$ cat config.mk
export PLATFORM = sky130hd
export DESIGN_NAME = iter_counter
export DESIGN_NICKNAME = d
export VERILOG_FILES = /design/src/rtl/iter_counter.sv
export SDC_FILE = /design/constraint.sdc
export NUM_CORES = 1
export LEC_CHECK = 0
export BUFFER_PORTS_ARGS = -buffer_cell sky130_fd_sc_hd__buf_2
export CAP_MARGIN = 0
export CORE_ASPECT_RATIO = 1.2
export CORE_UTILIZATION = 45
export DETAILED_ROUTE_END_ITERATION = 12
export PLACE_DENSITY = 0.73
export SETUP_SLACK_MARGIN = 0.4
export SLEW_MARGIN = 10
export SYNTH_ARGS = -nofsm -noshare
export SYNTH_HDL_FRONTEND = slang
export SYNTH_SLANG_ARGS = --single-unit
$ cat constraint.sdc
create_clock -name clock -period 1.3 [get_ports clock]
set_input_delay 0.195 -clock clock [delete_from_list [all_inputs] [get_ports clock]]
set_output_delay 0.195 -clock clock [all_outputs]
set_load 0.02 [all_outputs]
$ cat src/rtl/iter_counter.sv
// rtl/iter_counter.sv - programmable up/down iteration counter with start/busy/done handshake
// Optional back-to-back relaunch at the final iteration: define ITER_COUNTER_BACK2BACK_EN.
module iter_counter #(
  parameter int WIDTH = 6,
  parameter bit DOWN  = 1'b0
) (
  input  logic             clock,
  input  logic             reset,
  input  logic             clear,
  input  logic             start,
  input  logic             en,
  input  logic [WIDTH-1:0] term_val,
  output logic [WIDTH-1:0] count,
  output logic             busy,
  output logic             last,
  output logic             done
);

  typedef enum logic [1:0] {
    S_IDLE = 2'd0,
    S_RUN  = 2'd1,
    S_DONE = 2'd2
  } state_t;

  localparam logic [WIDTH-1:0] ONE = {{(WIDTH-1){1'b0}}, 1'b1};

  state_t           state, state_nxt;
  logic [WIDTH-1:0] term_q;
  logic [WIDTH-1:0] final_idx;
  logic [WIDTH-1:0] start_val;
  logic             step;
  logic             launch;

  assign final_idx = DOWN ? '0 : term_q;
  assign start_val = DOWN ? term_val : '0;
  assign step      = (state == S_RUN) && en;

`ifdef ITER_COUNTER_BACK2BACK_EN
  logic restart_q;

  // A start on the final enabled edge, or during DONE, reloads immediately.
  assign launch = start && ((state == S_IDLE) || (state == S_DONE) || (step && last));

  always_ff @(posedge clock or negedge reset) begin
    if (!reset) begin
      restart_q <= 1'b0;
    end else if (clear) begin
      restart_q <= 1'b0;
    end else begin
      restart_q <= step && last && start;
    end
  end
`else
  assign launch = start && (state == S_IDLE);
`endif

  always_ff @(posedge clock or negedge reset) begin
    if (!reset) begin
      state <= S_IDLE;
    end else begin
      state <= state_nxt;
    end
  end

  always_comb begin
    state_nxt = state;
    case (state)
      S_IDLE: if (start) state_nxt = S_RUN;
      S_RUN:  if (en && last) state_nxt = S_DONE;
      S_DONE: begin
`ifdef ITER_COUNTER_BACK2BACK_EN
        state_nxt = (restart_q || start) ? S_RUN : S_IDLE;
`else
        state_nxt = S_IDLE;
`endif
      end
      default: state_nxt = S_IDLE;
    endcase
    if (clear) state_nxt = S_IDLE;
  end

  always_comb begin
    busy = (state == S_RUN);
    done = (state == S_DONE);
    last = busy && (count == final_idx);
  end

  // The terminal check holds count at the final index, so no wrap occurs mid-run.
  always_ff @(posedge clock or negedge reset) begin
    if (!reset) begin
      count  <= '0;
      term_q <= '0;
    end else if (clear) begin
      count <= '0;
    end else if (launch) begin
      term_q <= term_val;
      count  <= start_val;
    end else if (step && !last) begin
      count <= DOWN ? (count - ONE) : (count + ONE);
    end
  end

endmodule

==> results of run 1 <==
-- layer usage --
layer | track usage (%) | vias up | part of all wire [%]
li1 | - | 346 | -
met4 | 5.52 | 0 | 2.4
met1 | 33.6 | 399 | 40
met2 | 55.4 | 29 | 54
met5 | 0 | - | 0
met3 | 5.69 | 7 | 3.4
-- layout make-up --
| class | count | area share [%] |
|---|---|---|
| clock buffer | 4 | 1.89 |
| inverter | 1 | 0.449 |
| multi-input combinational | 56 | 39.9 |
| sequential | 14 | 25.4 |
| tap | 17 | 1.53 |
| timing repair buffer | 49 | 30.8 |
-- cells in the mapped netlist, drive strengths merged --
cell / n / area (um2)
nor4: 1 / 21.3
clkbuf: 1 / 3.75
nor3: 1 / 5.00
nand3: 3 / 15.0
nand2: 10 / 37.5
dfrtp: 14 / 350
xor2: 6 / 52.6
mux2i: 6 / 60.1
and3: 2 / 12.5
nand4: 1 / 6.26
nand2b: 6 / 37.5
nor2b: 1 / 6.26
nor2: 4 / 17.5
a21oi: 5 / 28.8
and2: 1 / 6.26
inv: 1 / 3.75
a211oi: 1 / 7.51
a21o: 1 / 7.51
mux2: 6 / 67.6
ha: 1 / 12.5
-- registers in the layout (all words and copies together) (netlist names) --
| register | flops |
|---|---|
| count | 6 |
| final_idx | 6 |
| state | 2 |
-- logic make-up (layout without fill, tap and decap cells) --
logic type	Yosys count	in the layout	synth area share, %
adders and majority gates	1	1	1.65
DFF	14	14	46.1
xor gates and xnor gates	6	6	6.92
and+or+nand+nor	30	30	21.7
buffers and inverters	2	54	0.988
AOI/OAI and AO/OA	7	7	5.77
muxes	12	12	16.8
-- worst max-delay path by stage --
stage | start | to | slack [ps] | cells past startpoint
finish | final_idx[5]$_DFFE_PN0P_ | last | -490 | 4
CTS | final_idx[4]$_DFFE_PN0P_ | last | -450 | 4
floorplan | count[5]$_DFFE_PN0P_ | last | -220 | 3
global route | final_idx[5]$_DFFE_PN0P_ | last | -530 | 4
global placement | state[1]$_DFFE_PN0P_ | count[3]$_DFFE_PN0P_ | -150 | 4
detailed placement | state[1]$_DFFE_PN0P_ | count[3]$_DFFE_PN0P_ | -220 | 4
-- critical path, delay by kind of cell, from the launching register on --
family | cells | cell delay (ps)
buf+inv | 1 | 110
simple gates | 2 | 560
xor+xnor | 1 | 210
flops | 1 | 440
-- power by group --
part | internal, mW | total, mW | switching [mW]
clock | 0.119 | 0.260 | 0.141
combinational | 0.302 | 0.576 | 0.274
sequential | 0.487 | 0.549 | 0.0620
total | 0.907 | 1.38 | 0.477
-- timing repair --
item / in CTS / in global routing
setup buffers: 6 / 7
cloned: 0 / 0
hold buffers: 1 / 0
gates resized for setup: 43 / 9
pin swaps: 11 / 5
hold endpoints to repair: 14 / 0
setup endpoints to repair: 23 / 23
-- stage by stage --
stage / hold slack [ps] / setup WS, ps / instances / TNS (ps)
after floorplan: -101 / -220 / 72 / -1180
after global placement: 109 / -152 / 123 / -1110
after detailed placement: 110 / -223 / 123 / -1910
after global routing: 137 / -527 / 141 / -5090
final: 151 / -489 / 141 / -4560
after CTS: 138 / -454 / 134 / -2640
==> run summary, run 1 <==
Hold path start: term_val[2]
CTS tree: yes
VDD IR max: 0.000768 V
Via count: 781
Final Power: 1.38 mW
Setup crit start kind: flop
Placed inst area: 0.00104 mm2
Global-route wire length before repair: 3510 um
Most frequent cells in the layout: 19 x buf_6, 18 x buf_4, 11 x dfrtp_1
Row count: 15
Initial antenna violation count: 0
Post-synthesis cell type count: 22
Wirelength per Cell: 21.0 um
Commonest non-fill, non-tap cell in the layout: buf_6
Antenna Diode Count: 0
Post-route cell area: 0.00139 mm2
GP Congestion: 0.797
NumNets Final: 137
Worst Path Required: 1110 ps
RR Endpoint: state[0]$_DFFE_PN0P_
Slowest stage delay, CP: 440 ps
Post-Syn Nets: 84
Worst R2R Start: final_idx[5]$_DFFE_PN0P_
RSZ-0062 raised after global routing: yes
Total clock sinks: 14
Total core area: 0.00150 mm2
Measured slew at the worst slew-check pin: 606 ps
Hold Path Stages: 2
Total gr overflow: 0
Layout cells sized above 1: 63.7%
Post-synthesis sequential area ratio: 46.1%
Die height: 47 um
Vias per cell: 5.54
Clk_lat worst skew: 270 ps
Multi-input gate area: 557 um2
Final WL: 2960 um
Die Wd: 39.5 um
CTS Buf Count: 3
Post-Synthesis Cells: 72
Number of global-route vias before repair: 750
Clock Skew: 5.89 ps
Final Hold Fails: 0
Register area: 354 um2
Status: finished, violations left
DRT Pass-1 Iters: 4
Arrival time worst endpoint: 1590 ps
IO Port Bufs: 19
CTS Root Cell: clkbuf_4
Achievable Freq: 0.559 GHz
Min-Delay Endpoint: final_idx[2]$_DFFE_PN0P_
Area Growth Syn to Fin: 83.5%
HPWL after DPL: 1390 um
Number of buffers on the longest clock path: 2
DRT antenna net count: 0
Slowest stage cell, crit path: dfrtp_1
Initial core utilization: 50.6%
Final period utilization: 138%
Avg Cell Area, Syn: 10.5 um2
Post-route core utilization: 92.8%
Violated checks: negative setup slack
Die area: 0.00186 mm2
Iteration-0 DRC Markers: 19
Mapped cell area: 759 um2
Synth warn: 0
R2R cell count: 7
Crit. End Element: output pin
Max Cap Viol: 0
Max Transition Viols Final: 0
DRC Markers: 0
Fill count: 55
Critical path cell sequence: xor2_2 > nor4_4 > and3_4 > buf_6
Pwr dens: 994 mW/mm2
Clk pin slew, worst setup/hold paths: 90 ps
Final Setup Violations: 17
Slew margin rel.: 59.6%
Register bit total from synthesis: 14
IO Pins: 20
Pin count of the biggest net entering global routing: 15
Setup ws final: -489 ps
H-tree depth: 1
Final Critical Period: 1790 ps
Maximum fanout along the worst path: 2
All-Layer GR Usage: 29.3%
HP Class: primary input to flop
FF-to-FF setup slack: -450 ps
Pleak: 0.645 nW
CP Class: flop to output pin
Note: power is estimated with default switching activity, not from simulation.
==> run 2, diff against run 1 <==
Settings changed: BUFFER_PORTS_ARGS -buffer_cell sky130_fd_sc_hd__buf_2 to unset, CORE_ASPECT_RATIO 1.2 to unset, CORE_UTILIZATION 45 to 53, DONT_BUFFER_PORTS set to 1, PLACE_DENSITY 0.73 to 0.71, SETUP_SLACK_MARGIN 0.4 to unset.
==> run summary, run 2 (synthesis results as in run 1) <==
Status: finished, violations left
Violated checks: negative setup slack
Placed inst area: 903 um2 (-13%)
Total clock sinks: 14 (unchanged)
Clock Skew: 9.79 ps (+3.89 ps)
CTS Root Cell: clkbuf_4
DRT antenna net count: 0 (unchanged)
IO Port Bufs: 0 (-19)
RSZ-0062 raised after global routing: yes
HP Class: primary input to flop
Layout cells sized above 1: 49.0% (-15 points)
Die area: 0.00159 mm2 (-14%)
Wirelength per Cell: 16.9 um (-20%)
Max Cap Viol: 0 (unchanged)
Placed instance count: 100 (-19%)
Vias per cell: 5.50 (-0.79%)
Pin count of the biggest net entering global routing: 15 (unchanged)
Total gr overflow: 0 (unchanged)
Number of buffers on the longest clock path: 2 (unchanged)
Global-route wire length before repair: 2480 um (-29%)
CP Class: flop to output pin
IO Pins: 20 (unchanged)
Iteration-0 DRC Markers: 14 (-5)
GP Congestion: 0.728 (-8.6%)
Initial core utilization: 57.6% (+7.1 points)
CTS Buf Count: 3 (unchanged)
Maximum fanout along the worst path: 2 (unchanged)
All-Layer GR Usage: 25.1% (-4.2 points)
FF-to-FF setup slack: -250 ps (+200 ps)
Final Power: 1.26 mW (-9.0%)
VDD IR max: 0.000767 V (-0.20%)
Setup crit start kind: flop
Critical path cell sequence: xor2_2 > nor4_4 > and3_4
Pwr dens: 1140 mW/mm2 (+15%)
Arrival time worst endpoint: 1450 ps (-140 ps)
Final Hold Fails: 0 (unchanged)
Slowest stage cell, crit path: dfrtp_1
Clk_lat worst skew: 290 ps (+20 ps)
Via count: 610 (-22%)
Worst R2R Start: final_idx[5]$_DFFE_PN0P_
Number of global-route vias before repair: 596 (-21%)
R2R cell count: 5 (-2)
Achievable Freq: 0.607 GHz (+8.6%)
Measured slew at the worst slew-check pin: 664 ps (+58.6 ps)
Final WL: 1870 um (-37%)
Final Setup Violations: 17 (unchanged)
CTS tree: yes
Die Wd: 39.9 um (+0.90%)
NumNets Final: 109 (-20%)
H-tree depth: 1 (unchanged)
Die height: 39.9 um (-15%)
Worst Path Required: 1110 ps (about the same)
CP Capture Point: last
HPWL after DPL: 1140 um (-18%)
Slew margin rel.: 55.6% (-4.1 points)
Crit. End Element: output pin
Antenna Diode Count: 0 (unchanged)
DRC Markers: 0 (unchanged)
Most frequent cells in the layout: 13 x buf_4, 11 x dfrtp_1, 9 x nand2_1
Critical path startpoint: final_idx[5]$_DFFE_PN0P_
Clk pin slew, worst setup/hold paths: 80 ps (about the same)
Pleak: 0.502 nW (-22%)
DRT Pass-1 Iters: 4 (unchanged)
Final period utilization: 127% (-11 points)
Initial antenna violation count: 0 (unchanged)
Area Growth Syn to Fin: 45.6%
Setup ws final: -348 ps (+142 ps)
Slowest stage delay, CP: 420 ps (-20 ps)
Post-route cell area: 0.00111 mm2 (-21%)
Row count: 13 (-2)
Final std cells w/o fill: 111 (-21%)
Commonest non-fill, non-tap cell in the layout: buf_4
RR Endpoint: state[0]$_DFFE_PN0P_
Final Critical Period: 1650 ps (-142 ps)
Max Transition Viols Final: 0 (unchanged)
Total core area: 0.00132 mm2 (-12%)
[run 2: cell count changes in the layout (fill, tap and decap cells not counted), moves of 3 or more]
cell,change
buf_6,-13
buf_2,-10
buf_4,-5
a21oi_1,+3
a21oi_4,-3
[run 2: cell type report]
class | instances | area [um2]
Multi-Input combinational cell | 56 | 505
Sequential cell | 14 | 354
Fill cell | 69 | 211
Timing Repair Buffer | 21 | 185
Clock buffer | 4 | 36.3
Tap cell | 15 | 18.8
Inverter | 1 | 6.26
[run 2: stage by stage]
| step | hold slack (ps) | TNS (ps) | setup WS (ps) | util, % |
|---|---|---|---|---|
| floorplan | -101 | -1180 | -220 | - |
| global placement | -100 | -1240 | -176 | 68.6 |
| detailed placement | -100 | -1590 | -211 | 68.6 |
| CTS | 47.4 | -2040 | -352 | 78.5 |
| global route | 45.9 | -2820 | -386 | 84.0 |
| finish | 51.6 | -1890 | -348 | 84.0 |
[run 2: worst max-delay path: cells and delay by family, from the launching register on]
kind	cells	cell delay, ps
simple gates	2	570
flops	1	420
xor+xnor	1	190
[run 2: power breakdown]
| part | internal [mW] | leakage (nW) | switching (mW) | total [mW] |
|---|---|---|---|---|
| sequential | 0.487 | 0.176 | 0.0522 | 0.539 |
| clock | 0.171 | 0.0210 | 0.155 | 0.325 |
| combinational | 0.217 | 0.305 | 0.178 | 0.395 |
| total | 0.875 | 0.502 | 0.385 | 1.26 |
[run 2: worst min path at each step]
stage	from	cells past startpoint	slack (ps)	to
final	term_val[3]	1	50	final_idx[3]$_DFFE_PN0P_
after global routing	term_val[3]	1	50	final_idx[3]$_DFFE_PN0P_
after CTS	term_val[3]	1	50	final_idx[3]$_DFFE_PN0P_
after detailed placement	reset	0	-100	state[0]$_DFFE_PN0P_
after global placement	reset	0	-100	state[1]$_DFFE_PN0P_
after floorplan	reset	0	-100	count[0]$_DFFE_PN0P_
[run 2: repair_timing]
action | 4_1_cts | 5_1_grt
hold buffers | 2 | 0
gates resized for setup | 15 | 11
hold endpoints to repair | 15 | 0
buffers inserted | 3 | 3
pin swaps | 5 | 5
setup endpoints to repair | 17 | 16
[run 2: per-layer routing]
layer | GRT usage (%) | vias up | routed length (um)
met3 | 5.11 | 9 | 88
met1 | 26.4 | 284 | 730
met2 | 44.3 | 25 | 989
li1 | - | 292 | -
met4 | 16.4 | 0 | 64
met5 | 0 | - | 0
==> run 3, diff against run 2 <==
Settings changed: MAX_ROUTING_LAYER set to met4.
==> run summary, run 3 (synthesis results as in run 1) <==
Slowest stage cell, crit path: dfrtp_1
RSZ-0062 raised after global routing: yes
Die Wd: 39.9 um (unchanged)
Layout cells sized above 1: 49.0% (unchanged)
Final Hold Fails: 0 (unchanged)
Slowest stage delay, CP: 410 ps (about the same)
Area Growth Syn to Fin: 45.6% (unchanged)
Setup crit start kind: flop
GP Congestion: 0.737 (+1.2%)
CTS tree: yes
Slew margin rel.: 55.8% (+0.25 points)
Measured slew at the worst slew-check pin: 661 ps (-3.67 ps)
NumNets Final: 109 (unchanged)
Most frequent cells in the layout: 13 x buf_4, 11 x dfrtp_1, 9 x nand2_1
Pwr dens: 1140 mW/mm2 (+0.28%)
HP Class: primary input to flop
Max Cap Viol: 0 (unchanged)
Total gr overflow: 0 (unchanged)
Pleak: 0.502 nW (unchanged)
Commonest non-fill, non-tap cell in the layout: buf_4
CP Class: flop to output pin
HPWL after DPL: 1140 um (unchanged)
Pin count of the biggest net entering global routing: 15 (unchanged)
Clk_lat worst skew: 290 ps (about the same)
Setup ws final: -348 ps (-0.168 ps)
DRC Markers: 0 (unchanged)
Max Transition Viols Final: 0 (unchanged)
Crit. End Element: output pin
Fill count: 69 (unchanged)
Wirelength per Cell: 16.9 um (about the same)
Die area: 0.00159 mm2 (unchanged)
All-Layer GR Usage: 25.7% (+0.61 points)
Initial core utilization: 57.6% (unchanged)
CTS Buf Count: 3 (unchanged)
Achievable Freq: 0.607 GHz (about the same)
CTS Root Cell: clkbuf_4
Violated checks: negative setup slack
Critical path cell sequence: xor2_2 > nor4_4 > and3_4
IO Port Bufs: 0 (unchanged)
DRT antenna net count: 0 (unchanged)
Initial antenna violation count: 0 (unchanged)
Final period utilization: 127% (about the same)
Maximum fanout along the worst path: 2 (unchanged)
Global-route wire length before repair: 2480 um (-0.28%)
Antenna Diode Count: 0 (unchanged)
Clock Skew: 9.28 ps (-0.509 ps)
Post-route core utilization: 84.0% (unchanged)
Via count: 608 (-0.33%)
Setup TNS: -1880 ps (+16.2 ps)
VDD IR max: 0.000771 V (+0.56%)
Final Setup Violations: 17 (unchanged)
DRT Pass-1 Iters: 4 (unchanged)
Row count: 13 (unchanged)
H-tree depth: 1 (unchanged)
Vias per cell: 5.48 (-0.33%)
Final WL: 1870 um (about the same)
Worst Path Required: 1110 ps (about the same)
Iteration-0 DRC Markers: 9 (-5)
IO Pins: 20 (unchanged)
DP Worst Slack: -211 ps (unchanged)
Die height: 39.9 um (unchanged)
Total clock sinks: 14 (unchanged)
Number of buffers on the longest clock path: 2 (unchanged)
Clk pin slew, worst setup/hold paths: 80 ps (about the same)
Status: finished, violations left
Total core area: 0.00132 mm2 (unchanged)
Arrival time worst endpoint: 1450 ps (about the same)
Number of global-route vias before repair: 596 (unchanged)
Final Critical Period: 1650 ps (+0.168 ps)
run 3: cell counts in the layout (fill, tap and decap cells not counted):
Identical to the previous run, type by type.
run 3: path summary, 6_finish.rpt:
path,cells past startpoint,from,to,slack [ps]
worst max-delay path,3,final_idx[5]$_DFFE_PN0P_,last,-350
worst max register to register,5,final_idx[5]$_DFFE_PN0P_,state[0]$_DFFE_PN0P_,-250
min in group asynchronous,1,reset,state[0]$_DFFE_PN0P_,360
max in group asynchronous,1,reset,count[2]$_DFFE_PN0P_,460
worst min-delay path,1,term_val[3],final_idx[3]$_DFFE_PN0P_,50
worst min register to register,1,final_idx[1]$_DFFE_PN0P_,final_idx[1]$_DFFE_PN0P_,550
run 3: routing by layer:
| metal | vias to the layer above | share of wire, % | global-route usage (%) |
|---|---|---|---|
| li1 | 292 | - | - |
| met1 | 282 | 39 | 26.4 |
| met2 | 26 | 52 | 44.3 |
| met3 | 8 | 5.0 | 5.11 |
| met4 | 0 | 3.3 | 16.4 |
| met5 | - | 0 | - |
run 3: layout make-up:
| class | count | area [um2] | area share [%] |
|---|---|---|---|
| Multi-Input combinational cell | 56 | 505 | 45.7 |
| Sequential cell | 14 | 354 | 32.0 |
| Timing Repair Buffer | 21 | 185 | 16.7 |
| Clock buffer | 4 | 36.3 | 3.28 |
| Tap cell | 15 | 18.8 | 1.70 |
| Inverter | 1 | 6.26 | 0.566 |
run 3: power breakdown:
part / switching [mW] / total (mW) / internal, mW
Clock: 0.158 / 0.329 / 0.171
Sequential: 0.0524 / 0.539 / 0.487
Combinational: 0.178 / 0.395 / 0.217
run 3: what timing repair did:
| item | CTS | global route |
|---|---|---|
| pin swaps | 5 | 5 |
| setup buffers | 3 | 3 |
| resized for setup | 15 | 11 |
| endpoints found under the setup margin | 17 | 16 |
| hold endpoints to repair | 15 | 0 |
| hold buffers | 2 | 0 |
run 3: metrics by stage:
stage	cells	hold slack, ps	power, mW	cell area [um2]
6_report	111	50.0	1.26	1110
5_1_grt	111	45.9	1.31	1110
4_1_cts	109	47.4	1.20	1030
3_5_place_dp	100	-100	0.798	903
3_3_place_gp	100	-100	0.788	903
2_1_floorplan	72	-101	0.711	783
run 3: worst max-delay path: cells and delay by family (launching register included):
kind             cells  cell delay, ps
XOR/XNOR             1             190
AND/OR/NAND/NOR      2             560
flip-flops           1             410
